File: config.mk
export PLATFORM = sky130hd
export DESIGN_NAME = picorv32_wb_bridge
export DESIGN_NICKNAME = d
export VERILOG_FILES = /design/src/rtl/picorv32_wb_pkg.sv /design/src/rtl/picorv32_wb_bridge.sv
export SDC_FILE = /design/constraint.sdc
export NUM_CORES = 1
export LEC_CHECK = 0
export ABC_AREA = 1
export BUFFER_PORTS_ARGS = -buffer_cell sky130_fd_sc_hd__buf_2
export CORE_ASPECT_RATIO = 1.4
export CORE_MARGIN = 1.5
export CORE_UTILIZATION = 41
export DETAILED_ROUTE_END_ITERATION = 10
export HOLD_SLACK_MARGIN = 0.02
export PLACE_DENSITY = 0.81
export SYNTH_ARGS = -nofsm -noshare
export SYNTH_HDL_FRONTEND = slang
export SYNTH_SLANG_ARGS = --single-unit
File: constraint.sdc
create_clock -name clk_core -period 3.63 [get_ports clk_core]
set_clock_uncertainty 0.1 [all_clocks]
set_input_delay 0.5445 -clock clk_core [delete_from_list [all_inputs] [get_ports clk_core]]
set_output_delay 0.5445 -clock clk_core [all_outputs]
set_load 0.01 [all_outputs]
File: src/rtl/picorv32_wb_pkg.sv
// Shared types and constants for the PicoRV32-to-Wishbone bridge.
// Latency: none (declarations only).
// Backpressure: none (declarations only).
package picorv32_wb_pkg;

    typedef enum logic [1:0] {
        IDLE = 2'd0,
        REQ  = 2'd1,
        RESP = 2'd2
    } bridge_state_t;

    localparam logic [3:0]  WB_SEL_ALL       = 4'hF;
    localparam logic [31:0] ERR_DATA_DEFAULT = 32'hDEAD_BEEF;

endpackage

File: src/rtl/picorv32_wb_bridge.sv
// Registered bridge from the PicoRV32 native memory port to a single-access Wishbone master.
// Latency: 3 cycles minimum (valid, stb+ack, ready); timeout force-completes after TIMEOUT_CYCLES in REQ.
// Backpressure: the slave stalls the core by withholding wb_ack; mem_ready is a one-cycle pulse.
module picorv32_wb_bridge
    import picorv32_wb_pkg::*;
#(
    parameter int unsigned TIMEOUT_CYCLES = 1024,
    parameter logic [31:0] ERR_DATA       = ERR_DATA_DEFAULT
) (
    input  logic        clk_core,
    input  logic        rst_core,
    input  logic        mem_valid,
    input  logic        mem_instr,
    input  logic [31:0] mem_addr,
    input  logic [31:0] mem_wdata,
    input  logic [3:0]  mem_wstrb,
    output logic        mem_ready,
    output logic [31:0] mem_rdata,
    output logic        wb_cyc,
    output logic        wb_stb,
    output logic        wb_we,
    output logic [3:0]  wb_sel,
    output logic [31:0] wb_addr,
    output logic [31:0] wb_dat_o,
    input  logic [31:0] wb_dat_i,
    input  logic        wb_ack,
    output logic        bus_err,
    output logic        err_instr
);

    // A zero timeout still gets a 1-bit counter so every vector has a legal width.
    localparam int unsigned    CNT_W    = (TIMEOUT_CYCLES > 0) ? $clog2(TIMEOUT_CYCLES + 1) : 1;
    localparam logic [CNT_W-1:0] CNT_LAST = (TIMEOUT_CYCLES > 0) ? CNT_W'(TIMEOUT_CYCLES - 1) : '0;
    localparam bit             TO_EN    = (TIMEOUT_CYCLES != 0);

    bridge_state_t    state_q, state_d;
    logic [CNT_W-1:0] cnt_q, cnt_d;
    logic             instr_q, instr_d;

    logic        mem_ready_d;
    logic [31:0] mem_rdata_d;
    logic        wb_cyc_d, wb_stb_d, wb_we_d;
    logic [3:0]  wb_sel_d;
    logic [31:0] wb_addr_d, wb_dat_o_d;
    logic        bus_err_d, err_instr_d;

    // Register every output so no input reaches an output combinationally.
    always_ff @(posedge clk_core) begin
        if (rst_core) begin
            state_q   <= IDLE;
            cnt_q     <= '0;
            instr_q   <= 1'b0;
            mem_ready <= 1'b0;
            mem_rdata <= '0;
            wb_cyc    <= 1'b0;
            wb_stb    <= 1'b0;
            wb_we     <= 1'b0;
            wb_sel    <= '0;
            wb_addr   <= '0;
            wb_dat_o  <= '0;
            bus_err   <= 1'b0;
            err_instr <= 1'b0;
        end else begin
            state_q   <= state_d;
            cnt_q     <= cnt_d;
            instr_q   <= instr_d;
            mem_ready <= mem_ready_d;
            mem_rdata <= mem_rdata_d;
            wb_cyc    <= wb_cyc_d;
            wb_stb    <= wb_stb_d;
            wb_we     <= wb_we_d;
            wb_sel    <= wb_sel_d;
            wb_addr   <= wb_addr_d;
            wb_dat_o  <= wb_dat_o_d;
            bus_err   <= bus_err_d;
            err_instr <= err_instr_d;
        end
    end

    // Next-state and next-output logic; everything holds unless a state says otherwise.
    always_comb begin
        state_d     = state_q;
        cnt_d       = cnt_q;
        instr_d     = instr_q;
        mem_ready_d = 1'b0;
        mem_rdata_d = mem_rdata;
        wb_cyc_d    = wb_cyc;
        wb_stb_d    = wb_stb;
        wb_we_d     = wb_we;
        wb_sel_d    = wb_sel;
        wb_addr_d   = wb_addr;
        wb_dat_o_d  = wb_dat_o;
        bus_err_d   = bus_err;
        err_instr_d = err_instr;

        case (state_q)
            IDLE: begin
                cnt_d = '0;
                if (mem_valid) begin
                    state_d    = REQ;
                    instr_d    = mem_instr;
                    wb_addr_d  = mem_addr & 32'hFFFF_FFFC;
                    wb_dat_o_d = mem_wdata;
                    wb_we_d    = |mem_wstrb;
                    wb_sel_d   = (|mem_wstrb) ? mem_wstrb : WB_SEL_ALL;
                    wb_cyc_d   = 1'b1;
                    wb_stb_d   = 1'b1;
                end
            end
            REQ: begin
                // Ack is checked first so a late ack beats a coincident timeout.
                if (wb_ack) begin
                    state_d     = RESP;
                    mem_rdata_d = wb_dat_i;
                    mem_ready_d = 1'b1;
                    wb_cyc_d    = 1'b0;
                    wb_stb_d    = 1'b0;
                end else if (TO_EN && (cnt_q == CNT_LAST)) begin
                    state_d     = RESP;
                    mem_rdata_d = ERR_DATA;
                    mem_ready_d = 1'b1;
                    bus_err_d   = 1'b1;
                    err_instr_d = instr_q;
                    wb_cyc_d    = 1'b0;
                    wb_stb_d    = 1'b0;
                end else if (cnt_q != '1) begin
                    cnt_d = cnt_q + CNT_W'(1);
                end
            end
            RESP: begin
                // The core is still releasing mem_valid here, so it is not sampled.
                state_d = IDLE;
            end
            default: begin
                state_d = IDLE;
            end
        endcase
    end

endmodule
; After elaboration in Yosys (flattened, before gate mapping)
; Cells that the tools add are included.
[word_totals]
ff_bits = 117
latch_bits = 0
ram_bits = 0
rom_bits = 0
in_bits = 105
out_inout_bits = 106
elab_cells = 51
n_memories = 0
[op_classes]
n_addsub = 1
n_mul = 0
n_div = 0
magnitude_cmp = 0
n_eq_ne = 8
shift = 0
n_mux = 17
n_bitwise = 2
n_reduce_logical = 11
[op_table]
columns = cell, n
row1 = $mux W32, 2
row2 = $mux W11, 3
row3 = $pmux W11 S2, 1
row4 = $add A11 B1 Y11 const B, 1
row5 = $eq A11 B10 Y1 const B, 1
row6 = $ne A11 B11 Y1 const B, 1
row7 = $ne A2 B2 Y1 const B, 4
row8 = $mux W2, 3
row9 = $reduce_and A2 Y1, 3
row10 = $reduce_and A3 Y1, 2
row11 = $mux W1, 5
row12 = $mux W4, 1
row13 = $pmux W2 S2, 1
row14 = $reduce_and A4 Y1, 1
row15 = $reduce_bool A2 Y1, 2
row16 = $reduce_or A4 Y1, 1
row17 = $ne A3 B3 Y1 const B, 1
row18 = $eq A2 B1 Y1 const B, 1
row19 = $logic_not A2 Y1, 1
row20 = $not A1 Y1, 2
row21 = $pmux W1 S2, 1
row22 = $reduce_or A2 Y1, 1

; Longest topological paths before layout
[depth]
ltp_word = 5
ltp_mapped = 9
mapped_depth_nobuf = 9

; Worst setup path before layout
; Ideal clock, no wire load.
[synth_timing]
kind = input-to-reg
startpoint = in mem_wstrb[1]
endpoint = reg wb_we
setup_time_ns = 0.134
arrival_ns = 1.212
required_time_ns = 3.396
path_slack_ns = 2.184
cell_stages = 3
path_buffers = 0
cell_sequence = or2_2 o31ai_2 a21oi_1
[synth_between]
elab_chain_cells = 1
[synth_lines]
columns = element, line_no
row1 = from (decl), picorv32_wb_bridge.sv:16  ; input logic [3:0] mem_wstrb,
row2 = $reduce_or A4 Y1, picorv32_wb_bridge.sv:104  ; wb_we_d = |mem_wstrb;
row3 = to (signal assigned), picorv32_wb_bridge.sv:71  ; wb_we <= wb_we_d;
row4 = to (decl), picorv32_wb_bridge.sv:21  ; output logic wb_we,
; No other way between the ends.
; A chain may end at the register's enable or synchronous reset.

; Final worst setup path
[layout_timing]
startpoint = reg state_q[0]
endpoint = reg wb_dat_o[12]
[layout_between]
elab_chain_cells = 2
[layout_lines]
columns = element, line_no
row1 = from (decl), picorv32_wb_bridge.sv:36  ; bridge_state_t state_q, state_d;
row2 = from (signal assigned), picorv32_wb_bridge.sv:64  ; state_q <= state_d;
row3 = $logic_not A2 Y1, picorv32_wb_bridge.sv:96  ; case (state_q)
row4 = $reduce_and A2 Y1 (no line), n/a
row5 = to (signal assigned), picorv32_wb_bridge.sv:74  ; wb_dat_o <= wb_dat_o_d;
row6 = to (decl), picorv32_wb_bridge.sv:24  ; output logic [31:0] wb_dat_o,
; No other way between the ends.

==> results by group <==
Placement
  – GPL Wtd Cong: between 0.8 and 0.9
  – Port bufs: just over 200
  – DP HPWL: ~8000 um
  – Pre-CTS WS: 1.51 ns

Synthesis
  – Post-synth EDFFs: 0
  – Largest family of logic cells by synthesized area: simple AND/OR/NAND/NOR gates
  – Xor/xnor share of the synthesized area: 0
  – Commonest cells in the netlist: nor2_1 (162), dfxtp_1 (117), o21ai_0 (79), nand2_1 (49), inv_1 (42)
  – Most frequent cell after synthesis: nor2_1
  – Synth cell types: 30
  – Synth Cell Area: approximately 0.0045 mm^2
  – Sequential share of the synthesized area: 0.524
  – Largest cells by area after synthesis: dfxtp_1 (52%), nor2_1 (14%), o21ai_0 (8.8%)
  – Yosys Warn Count: 0
  – #FFs+latches synth: about 120
  – Synth Area in Simple Gates: 0.216
  – Post-synth top area share: 0.524
  – Post-Syn Instances: between 500 and 600
  – Synthesized area per cell: 7.82 um^2
  – Asr flop ratio synth: 0
  – Largest area contributor in the netlist: dfxtp_1
  – Adder-Cell Fraction of Synth Area: 0.00280
  – Mux share of post-synthesis cell area: 0
  – Compound-Gate Fraction of Synth Area: 0.170
  – Top_reg_cell synth: dfxtp_1

Timing
  – Min Tclk post-route: 2.04 ns
  – Worst Max-Slew Pin Slew: ~0.94 ns
  – Setup TNS: 0 ns
  – Fin worst setup slack: 1.59 ns
  – Fin. Hold Viols: 0
  – Crit share post-route: 0.562
  – Max Slew Vio Count: 0
  – Fmax achieved: 490 MHz
  – RSZ-0062 raised after global routing: false
  – Final setup violation count: 0
  – Max_slew headroom: 0.372

Worst setup path
  – CP bufs+invs: 2
  – End of the critical path: wb_dat_o[12]$_SDFFE_PP0P_
  – WS Path Type: reg2reg
  – Slowest library cell on the worst path: inv_2
  – CP dominant cell by count: nor2_1
  – Reg2reg start: state_q[0]$_SDFFE_PP0P_
  – Worst Reg-to-Reg Cells: 6
  – Worst EP required: 3.84 ns
  – Critical Path Start Type: flip-flop
  – Stages on worst setup path: 6
  – Worst R2R Setup Slack: roughly 1.6 ns
  – Critical Path Source: state_q[0]$_SDFFE_PP0P_
  – Max Fanout on Critical Path: 54
  – CP endpoint kind: flip-flop
  – Worst path arrival time: 2.25 ns
  – Crit-path cells: nor2_1 > nand2_2 > inv_2 > buf_4 > nor2_1 > nor2_1
  – Largest stage delay on the critical path: approximately 0.68 ns
  – Top Family by Delay on Critical Path: buffers and inverters
  – Reg2reg end: wb_dat_o[12]$_SDFFE_PP0P_

Detailed routing
  – Drt first pass iters: 4
  – DR WL/cell: between 10 and 15 um
  – Vias post-DR: approximately 4300
  – Drt drc: 0
  – Final WL: ~11000 um
  – DRT iter0 DRCs: 158
  – Routed Antenna Nets: 0
  – Drt via density: 4.70

Clock tree
  – Max Buffers Root-to-Sink: 2
  – Hold Buf Count CTS: 0
  – CTS sink count: 117
  – CTS tree: yes
  – Max H-tree Level: 4
  – CTS buffer count: 17
  – Clock transition at path regs: about 0.050 ns
  – Clock Latency Late Sink: approximately 0.40 ns
  – Post_cts resized: 0
  – Root buf cell: clkbuf_16
  – Setup bufs post-CTS: 0

Global routing
  – Grt total ovfl: 0
  – Vias in the first global route: roughly 4000
  – First-pass GRT wire length: 18300 um
  – Initial antenna violation count: 0
  – Largest net degree at the start of global routing: 88
  – Gr usage total: 0.197

Pwr
  – Int Pwr: roughly 0.0028 W
  – Clock power frac: 0.490
  – Leak pwr: roughly 2.9 nW
  – Maximum VDD drop: between 0.4 and 0.5 mV
  – Sequential share of power: 0.396
  – Combinational power share: 0.114
  – Switching pwr: ~0.00083 W
  – Net Sw Frac: 0.232
  – Pwr dens: between 500 and 600 mW/mm^2

Status
  – Outcome: finished, final reports clean

Die
  – Starting density of the core: 0.425
  – Boundary Pins: 211
  – Die extent in x: about 91 um
  – Core region area: 0.0105 mm^2
  – Die Y: about 130 um
  – Die area: around 0.012 mm^2
  – Row count: 44

Layout
  – Nets@finish: 871
  – Ant diodes: 0
  – Fillers: 1008
  – Area grow syn2layout: 37.1%
  – Ratio of cells with drive above 1 in the final layout: 0.345

Worst hold path
  – Min-Delay Path Class: in2reg

Job
  – Max-Cap Viols: 0
power groups by stage:
| stage | sequential [W] | combinational [W] | clock (W) |
|---|---|---|---|
| 2_1_floorplan | 0.00149 | 0.000194 | 0 |
| 3_3_place_gp | 0.00144 | 0.000404 | 0 |
| 3_5_place_dp | 0.00145 | 0.000411 | 0 |
| 4_1_cts | 0.00142 | 0.000413 | 0.00178 |
| 5_1_grt | 0.00143 | 0.000459 | 0.00184 |
| 6_report | 0.00142 | 0.000408 | 0.00176 |
layout make-up:
| type | count | area [um^2] | area share |
|---|---|---|---|
| flip-flops and latches | 117 | 2340 | 0.382 |
| multi-input cells | 375 | 1750 | 0.285 |
| repair buffers | 210 | 1070 | 0.175 |
| clock buffers | 21 | 480 | 0.0784 |
| well taps | 138 | 173 | 0.0282 |
| inverters | 44 | 165 | 0.0269 |
| clock inverters | 8 | 149 | 0.0243 |
sequential cells by signal, summed over array words and instances, names as in the netlist:
name,cells
err_instr,1
wb_sel,4
cnt_q,11
wb_we,1
bus_err,1
wb_stb,1
instr_q,1
wb_addr,30
wb_dat_o,32
mem_ready,1
mem_rdata,32
state_q,2
kinds of logic after synthesis:
| group | Yosys count |
|---|---|
| adders and majority gates | 1 |
| AOI/OAI and AO/OA | 134 |
| DFF | 117 |
| buffers and inverters | 81 |
| other | 1 |
| and+or+nand+nor | 238 |
worst reg2reg max path, stage by stage (launching register included):
cell and delay [ns]:
dfxtp_1 0.33, nor2_1 0.20, nand2_2 0.09, inv_2 0.68, buf_4 0.37, nor2_1 0.06
nor2_1 0.14
cells in the final DEF, fill, tap and decap left out:
| cell type | instances |
|---|---|
| clkinvlp_4 | 2 |
| nor3_1 | 1 |
| nand3_1 | 11 |
| nor2_4 | 1 |
| nand3_2 | 2 |
| nand3b_1 | 1 |
| a21oi_1 | 28 |
| nand2_1 | 48 |
| or2_2 | 1 |
| clkinv_4 | 1 |
| nor2_2 | 1 |
| clkbuf_16 | 17 |
| nor3b_1 | 1 |
| buf_12 | 1 |
| nand2_2 | 5 |
| conb_1 | 2 |
| clkinv_2 | 1 |
| o31ai_1 | 12 |
| inv_2 | 3 |
| buf_2 | 206 |
| nand2_4 | 1 |
| nand4_1 | 3 |
| bufinv_16 | 4 |
| inv_1 | 41 |
| dfxtp_1 | 117 |
| nor2_1 | 162 |
| ha_1 | 1 |
| a21boi_0 | 1 |
| clkbuf_8 | 4 |
| o21ai_0 | 79 |
| buf_4 | 3 |
| o31ai_2 | 1 |
| a21oi_2 | 13 |
metal layers:
metal,wire length (um),GRT usage
met1,4600,0.219
met2,5700,0.346
met3,754,0.0594
met4,271,0.0846
met5,0,0
metrics by stage:
stage,cells,area [um^2],utilization,hold slack (ns),power (W)
after global routing,913,6130,0.583,0.293,0.00373
after global placement,884,5500,0.523,0.334,0.00185
after detailed placement,884,5500,0.523,0.336,0.00186
final,913,6130,0.583,0.270,0.00358
after CTS,913,6130,0.583,0.263,0.00362
after floorplan,573,4480,-,0.356,0.00168
worst min-delay path by stage:
stage | from | end | slack (ns) | depth (start not counted)
3_5_place_dp | mem_rdata[27]$_SDFFE_PP0P_ | mem_rdata[27]$_SDFFE_PP0P_ | 0.34 | 2
4_1_cts | mem_wstrb[1] | wb_sel[1]$_SDFFE_PP0P_ | 0.26 | 3
5_1_grt | mem_wstrb[3] | wb_sel[3]$_SDFFE_PP0P_ | 0.29 | 3
2_1_floorplan | instr_q$_SDFFE_PP0P_ | instr_q$_SDFFE_PP0P_ | 0.36 | 2
6_report | mem_wstrb[1] | wb_sel[1]$_SDFFE_PP0P_ | 0.27 | 3
3_3_place_gp | mem_rdata[3]$_SDFFE_PP0P_ | mem_rdata[3]$_SDFFE_PP0P_ | 0.33 | 2
No activity file was read; power rests on OpenSTA's default activity.
